File: src/rtl/i2s_sample_receiver.sv
// rtl/i2s_sample_receiver.sv - I2S receiver extracting one 16-bit sample per frame (left, right or mono mix)
module i2s_sample_receiver #(
    parameter int CHANNEL_SEL = 0,
    parameter int SLOT_BITS   = 32
) (
    input  logic        clk,
    input  logic        reset,
    input  logic        bclk,
    input  logic        lrclk,
    input  logic        sdata,
    output logic        new_sample,
    output logic [15:0] sample_out,
    output logic        frame_error
);

    if (SLOT_BITS < 17 || SLOT_BITS > 32 || CHANNEL_SEL < 0 || CHANNEL_SEL > 2) begin : g_bad_param
        $error("i2s_sample_receiver: illegal SLOT_BITS or CHANNEL_SEL");
    end

    localparam logic SEL_RIGHT = (CHANNEL_SEL == 1);
    localparam logic MONO      = (CHANNEL_SEL == 2);

    typedef enum logic [1:0] {S_SYNC, S_HUNT, S_CAPTURE, S_DONE} state_t;

    state_t      r_state;
    logic        r_bclk_meta, r_bclk_sync, r_bclk_hist;
    logic        r_lr_meta, r_lr_sync;
    logic        r_sd_meta, r_sd_sync;
    logic        r_prev_lr;
    logic        r_chan;
    logic [4:0]  r_cnt;
    logic [14:0] r_shift;
    logic [15:0] r_left;
    logic        r_left_valid;

    logic        w_bit_evt;
    logic        w_lr_change;
    logic [15:0] w_word;
    logic [15:0] w_avg;

    assign w_bit_evt   = r_bclk_sync & ~r_bclk_hist;
    assign w_lr_change = r_lr_sync != r_prev_lr;
    // The 16th bit is taken straight from the synchronizer so the word is ready on its own bit event
    assign w_word      = {r_shift, r_sd_sync};
    // floor((L+R)/2) computed as halves plus the carry of the two LSBs; equals the 17-bit sum >>> 1
    assign w_avg       = {r_left[15], r_left[15:1]} + {w_word[15], w_word[15:1]}
                       + {15'd0, r_left[0] & w_word[0]};

    always_ff @(posedge clk) begin
        if (reset) begin
            r_state      <= S_SYNC;
            r_bclk_meta  <= 1'b0;
            r_bclk_sync  <= 1'b0;
            r_bclk_hist  <= 1'b0;
            r_lr_meta    <= 1'b0;
            r_lr_sync    <= 1'b0;
            r_sd_meta    <= 1'b0;
            r_sd_sync    <= 1'b0;
            r_prev_lr    <= 1'b0;
            r_chan       <= 1'b0;
            r_cnt        <= 5'd0;
            r_shift      <= 15'd0;
            r_left       <= 16'd0;
            r_left_valid <= 1'b0;
            new_sample   <= 1'b0;
            frame_error  <= 1'b0;
            sample_out   <= 16'h0000;
        end else begin
            r_bclk_meta <= bclk;
            r_bclk_sync <= r_bclk_meta;
            r_bclk_hist <= r_bclk_sync;
            r_lr_meta   <= lrclk;
            r_lr_sync   <= r_lr_meta;
            r_sd_meta   <= sdata;
            r_sd_sync   <= r_sd_meta;
            new_sample  <= 1'b0;
            frame_error <= 1'b0;

            if (w_bit_evt) begin
                case (r_state)
                    S_SYNC: begin
                        r_prev_lr <= r_lr_sync;
                        r_state   <= S_HUNT;
                    end
                    S_HUNT, S_DONE: begin
                        if (w_lr_change) begin
                            r_prev_lr <= r_lr_sync;
                            r_chan    <= r_lr_sync;
                            r_cnt     <= 5'd0;
                            r_state   <= S_CAPTURE;
                        end
                    end
                    S_CAPTURE: begin
                        if (w_lr_change) begin
                            frame_error  <= 1'b1;
                            r_left_valid <= 1'b0;
                            r_prev_lr    <= r_lr_sync;
                            r_chan       <= r_lr_sync;
                            r_cnt        <= 5'd0;
                        end else begin
                            r_shift <= w_word[14:0];
                            r_cnt   <= r_cnt + 5'd1;
                            if (r_cnt == 5'd15) begin
                                r_state <= S_DONE;
                                if (MONO) begin
                                    if (!r_chan) begin
                                        r_left       <= w_word;
                                        r_left_valid <= 1'b1;
                                    end else if (r_left_valid) begin
                                        sample_out   <= w_avg;
                                        new_sample   <= 1'b1;
                                        r_left_valid <= 1'b0;
                                    end
                                end else if (r_chan == SEL_RIGHT) begin
                                    sample_out <= w_word;
                                    new_sample <= 1'b1;
                                end
                            end
                        end
                    end
                    default: r_state <= S_SYNC;
                endcase
            end
        end
    end

endmodule

File: config.mk
export PLATFORM = sky130hd
export DESIGN_NAME = i2s_sample_receiver
export DESIGN_NICKNAME = d
export VERILOG_FILES = /design/src/rtl/i2s_sample_receiver.sv
export SDC_FILE = /design/constraint.sdc
export NUM_CORES = 1
export LEC_CHECK = 0
export CAP_MARGIN = 40
export CORE_ASPECT_RATIO = 1.2
export CORE_MARGIN = 5
export CORE_UTILIZATION = 40
export DETAILED_ROUTE_END_ITERATION = 8
export GPL_ROUTABILITY_DRIVEN = 0
export GPL_TIMING_DRIVEN = 0
export SLEW_MARGIN = 10
export SYNTH_ARGS = -nofsm -noshare
export SYNTH_HDL_FRONTEND = slang
export SYNTH_SLANG_ARGS = --single-unit
File: constraint.sdc
create_clock -name clk -period 1.9 [get_ports clk]
set_input_delay 0.38 -clock clk [delete_from_list [all_inputs] [get_ports clk]]
set_output_delay 0.38 -clock clk [all_outputs]
set_load 0.1 [all_outputs]
; Word-level counts from Yosys, hierarchy flattened
; Index checks and enable logic that the tools add are counted.
[word_totals]
register_bits = 49
output_inout_bits = 18
elab_cells = 55
in_bits = 5
[op_classes]
eq_ne = 9
n_reduce_logical = 12
n_mux = 11
n_addsub = 1
bitwise = 7
[op_table]
columns = operator, n
row1 = two-way mux 5 bit, 2
row2 = one-hot mux 5 bit (2 select lines), 1
row3 = AND reduction 3 bit, 3
row4 = two-way mux 2 bit, 3
row5 = inequality test 2 bit (second input constant), 3
row6 = NOT 1 bit, 6
row7 = one-hot mux 2 bit (3 select lines), 1
row8 = OR reduction 3 bit, 2
row9 = adder 5 x 1 -> 5 bit (second input constant), 1
row10 = == test 5 x 4 -> 1 bit (second input constant), 1
row11 = AND reduction 5 bit, 1
row12 = OR reduction 5 bit, 1
row13 = == test 2 bit (second input constant), 2
row14 = AND reduction 4 bit, 1
row15 = two-way mux 1 bit, 3
row16 = == test 2 x 1 -> 1 bit (second input constant), 1
row17 = logical NOT 2 bit, 1
row18 = inequality test 2 x 1 -> 1 bit (second input constant), 1
row19 = one-hot mux 1 bit (2 select lines), 1
row20 = AND reduction 2 bit, 1
row21 = nonzero test 2 bit, 1
row22 = OR reduction 2 bit, 1
row23 = AND 1 bit, 1
row24 = inequality test 1 bit, 1

; Longest topological paths before layout
[logic_depth]
ltp_word = 4
depth_mapped = 7
depth_no_buf = 5

; Least setup slack after synthesis
; Ideal clock, no wire load.
[synth_path]
kind = reg2reg
startpoint = register r_cnt[0]
endpoint = register new_sample
setup_ns = 0.115
required_ns = 1.785
path_slack_ns = 0.330
stages_incl_launch_ff = 8
t_arrival_ns = 1.455
n_path_buf = 2
period_less_slack_ns = 1.570
cell_sequence = dfxtp_1 -> ha_1 -> and3_1 -> ha_1 -> and4_4 -> buf_6 -> buf_6 -> and2_1
[synth_via]
elab_chain_len = 3
[synth_lines]
columns = item, line
row1 = from (decl), 31  ; logic [4:0] r_cnt;
row2 = from (signal assigned), 102  ; r_cnt <= r_cnt + 5'd1;
row3 = == test 5 x 4 -> 1 bit, 103  ; if (r_cnt == 5'd15) begin
row4 = NOT 1 bit (no source line), n/a
row5 = OR reduction 5 bit (no source line), n/a
row6 = to (signal assigned), 76  ; new_sample <= 1'b0;
row7 = to (signal assigned), 111  ; new_sample <= 1'b1;
row8 = to (signal assigned), 116  ; new_sample <= 1'b1;
row9 = to (decl), 11  ; output logic new_sample,
; No other way between the ends.
; A chain may end at the register's enable or synchronous reset.

; Final worst setup path
[layout_path]
startpoint = register r_cnt[1]
endpoint = register sample_out[5]
[layout_via]
elab_chain_len = 2
[layout_lines]
columns = item, line
row1 = == test 5 x 4 -> 1 bit, 103
row2 = AND reduction 5 bit (no source line), n/a
row3 = to (signal assigned), 110  ; sample_out <= w_avg;
row4 = to (signal assigned), 115  ; sample_out <= w_word;
row5 = to (decl), 12  ; output logic [15:0] sample_out,
; No other way between the ends.

==> flow_metrics.env <==
export IMPL_status="complete, no violations"
export IMPL_fin_nets=272
export IMPL_drv_cap=0
export IMPL_holdBufCountCts=0
export IMPL_drt_pass1_iterations=5
export IMPL_vias=1644
export IMPL_ys_warnings_count=0
export IMPL_post_cts_buffers=0
export IMPL_p_sw_share_pct=21.17
export IMPL_numCtsBuffers=5
export IMPL_die_area_mm2=0.006508
export IMPL_ios=23
export IMPL_fin_crit_ps=1772
export IMPL_slew_viol_final=0
export IMPL_cts_htree_levels=2
export IMPL_grt_pass1_wl_mm=7.003
export IMPL_cp_max_fo=10
export IMPL_finalHoldWorstSlack_ps=446.1
export IMPL_tns_ps=0
export IMPL_viasPerCell=5.043
export IMPL_tightest_slew_ps=474.9
export IMPL_core_area_mm2=0.004905
export IMPL_n_antenna_cell=0
export IMPL_area_growth_pct=33.86
export IMPL_powerDensity_mw_per_mm2=704.9
export IMPL_p_clk_share_pct=40.9
export IMPL_synth_edf_count=0
export IMPL_p_leak_nw=0.8798
export IMPL_critPathArrivalTime_ps=2010
export IMPL_path_clk_slew_ps=90
export IMPL_syn_cell_area_mm2=0.001996
export IMPL_drt_initial_drc_count=51
export IMPL_max_freq_mhz=564.5
export IMPL_finalHoldViolCount=0
export IMPL_grt_max_degree=16
export IMPL_routed_wirelength_mm=4.209
export IMPL_place_ws_ps=130.7
export IMPL_syn_nets=226
export IMPL_p_int_mw=1.484
export IMPL_ir_drop_uv=445.8
export IMPL_post_route_drc_count=0
export IMPL_cts_root_buf="clkbuf_8"
export IMPL_fin_ws_ps=128.4
export IMPL_final_cell_area_mm2=0.002671
export IMPL_hpwlAfterDp_mm=2.969
export IMPL_synth_seq_cells=49
export IMPL_placed_area_mm2=0.002551
export IMPL_worstSkewPairLatency_ps=300
export IMPL_grt_total_usage_pct=13.86
export IMPL_start_util_pct=40.69
export IMPL_final_cell_mix="dfxtp_1, nand2_1, clkdlybuf4s50_1, nand3_1"
export IMPL_synth_flop_cell="dfxtp_1"
export IMPL_grt_pass1_vias=1553
export IMPL_clock_skew_ps=8.219
export IMPL_rows=28
export IMPL_startpoint_type="flop"
export IMPL_rsz0062_at_grt="no"
export IMPL_r2r_slack_ps=130
export IMPL_antenna_found_initial=0
export IMPL_cts_repair_resized=0
export IMPL_layout_commonest_cell="dfxtp_1"
export IMPL_cts_num_sinks=49
export IMPL_grt_remaining_overflow=0
export IMPL_synth_cell_type_count=35
export IMPL_port_buffers=21
export IMPL_share_comb_of_total_power_pct=3.9
export IMPL_setup_violations=0
export IMPL_pwr_share_seq_pct=55.2
export IMPL_crit_path_end_kind="flop"
export IMPL_async_flop_share_pct=0
export IMPL_critPathKind="flop to flop"
export IMPL_syn_area_per_cell_um2=9.113
export IMPL_cts_tree="yes"
export IMPL_wire_per_inst_um=12.91
export IMPL_die_h_um=87.38
export IMPL_syn_inst=219
export IMPL_crit_required_ps=2130
export IMPL_die_w_um=74.48
export IMPL_hp_class="flop to flop"
export IMPL_p_sw_uw=398.6
export IMPL_period_share_pct=93.24
export IMPL_yosysSeqAreaShare_pct=49.15
export IMPL_clock_path_buffers=2
export IMPL_drive_gt1_share_pct=14.29
export IMPL_relSlewSlack_pct=68.34
export IMPL_ant_nets=0
[power by group through the flow]
stage          Sequential, mW  Clock, mW  Combinational, mW
2_1_floorplan            1.06          0             0.0495
3_3_place_gp             1.06          0             0.0742
3_5_place_dp             1.06          0             0.0737
4_1_cts                  1.04      0.796             0.0743
5_1_grt                  1.04      0.844             0.0815
6_report                 1.04      0.770             0.0731
[worst paths after layout]
check	depth (start not counted)	end	startpoint
max	7	sample_out[5]	r_cnt[1]
min	1	r_sd_sync	r_sd_meta
max reg2reg	7	sample_out[5]	r_cnt[1]
min reg2reg	1	r_sd_sync	r_sd_meta
[sequential cells by signal, summed over array words and instances, names as in the netlist, 2 cells and up]
register / cells
r_state: 2
r_shift: 15
sample_out: 16
r_cnt: 5
[cell families after synthesis]
logic type | count (synthesis) | synth area share (%)
AND/OR/NAND/NOR | 80 | 21.26
buffers and inverters | 23 | 5.266
adder cells (fa/ha/maj) | 2 | 1.254
multiplexers | 16 | 8.025
flip-flops | 49 | 49.15
AO/OA/AOI/OAI | 47 | 13.42
XOR/XNOR | 2 | 1.631
[per-stage QoR]
step | utilization [%] | instances | power, mW
after floorplan | - | 219 | 1.112
after global placement | 46.51 | 300 | 1.138
after detailed placement | 52.02 | 318 | 1.138
after CTS | 54.46 | 326 | 1.911
after global routing | 54.46 | 326 | 1.967
final | 54.46 | 326 | 1.883
[cell type report]
cell class	count	area (µm²)
repair buffers	39	480.5
clock buffers	6	82.58
inverters	6	22.52
plain buffers	17	82.58
clock inverters	2	37.54
well taps	60	75.07
multi-input cells	147	909.6
fillers	454	2233
flip-flops and latches	49	980.9
[synth_stat cells, drive strengths merged (2+ instances only)]
cell type  number  area (µm²)
clkbuf         12       45.04
o21ai          17       85.08
o31ai           2       15.01
ha              2       25.02
mux2i          16       160.2
a31oi           3       18.77
dfxtp          49       980.9
o311ai          2       17.52
nand2          35       131.4
a21oi          18       90.09
nor2            3       11.26
nor2b           9       56.30
inv             5       18.77
nand3          20       100.1
nor3b           2       15.01
buf             5       37.53
a211oi          2       15.01
[metal layers]
metal  share of wire (%)  track usage, %  vias to the layer above  wire length, µm
met1                  45           16.65                      759             1904
met2                  50           23.58                       29             2088
met4                 1.4           4.854                        0               61
met3                 3.7           3.580                        6              154
met5                   0               0                        -                0
li1                    -               -                      850                -
[worst max-delay path: stages, from the launching register on]
cell	delay (ps)
dfxtp_1	390
ha_1	210
and3_1	170
ha_1	170
and4_4	220
buf_6	160
buf_6	180
mux2i_1	200
(Power assumes the default switching activity.)
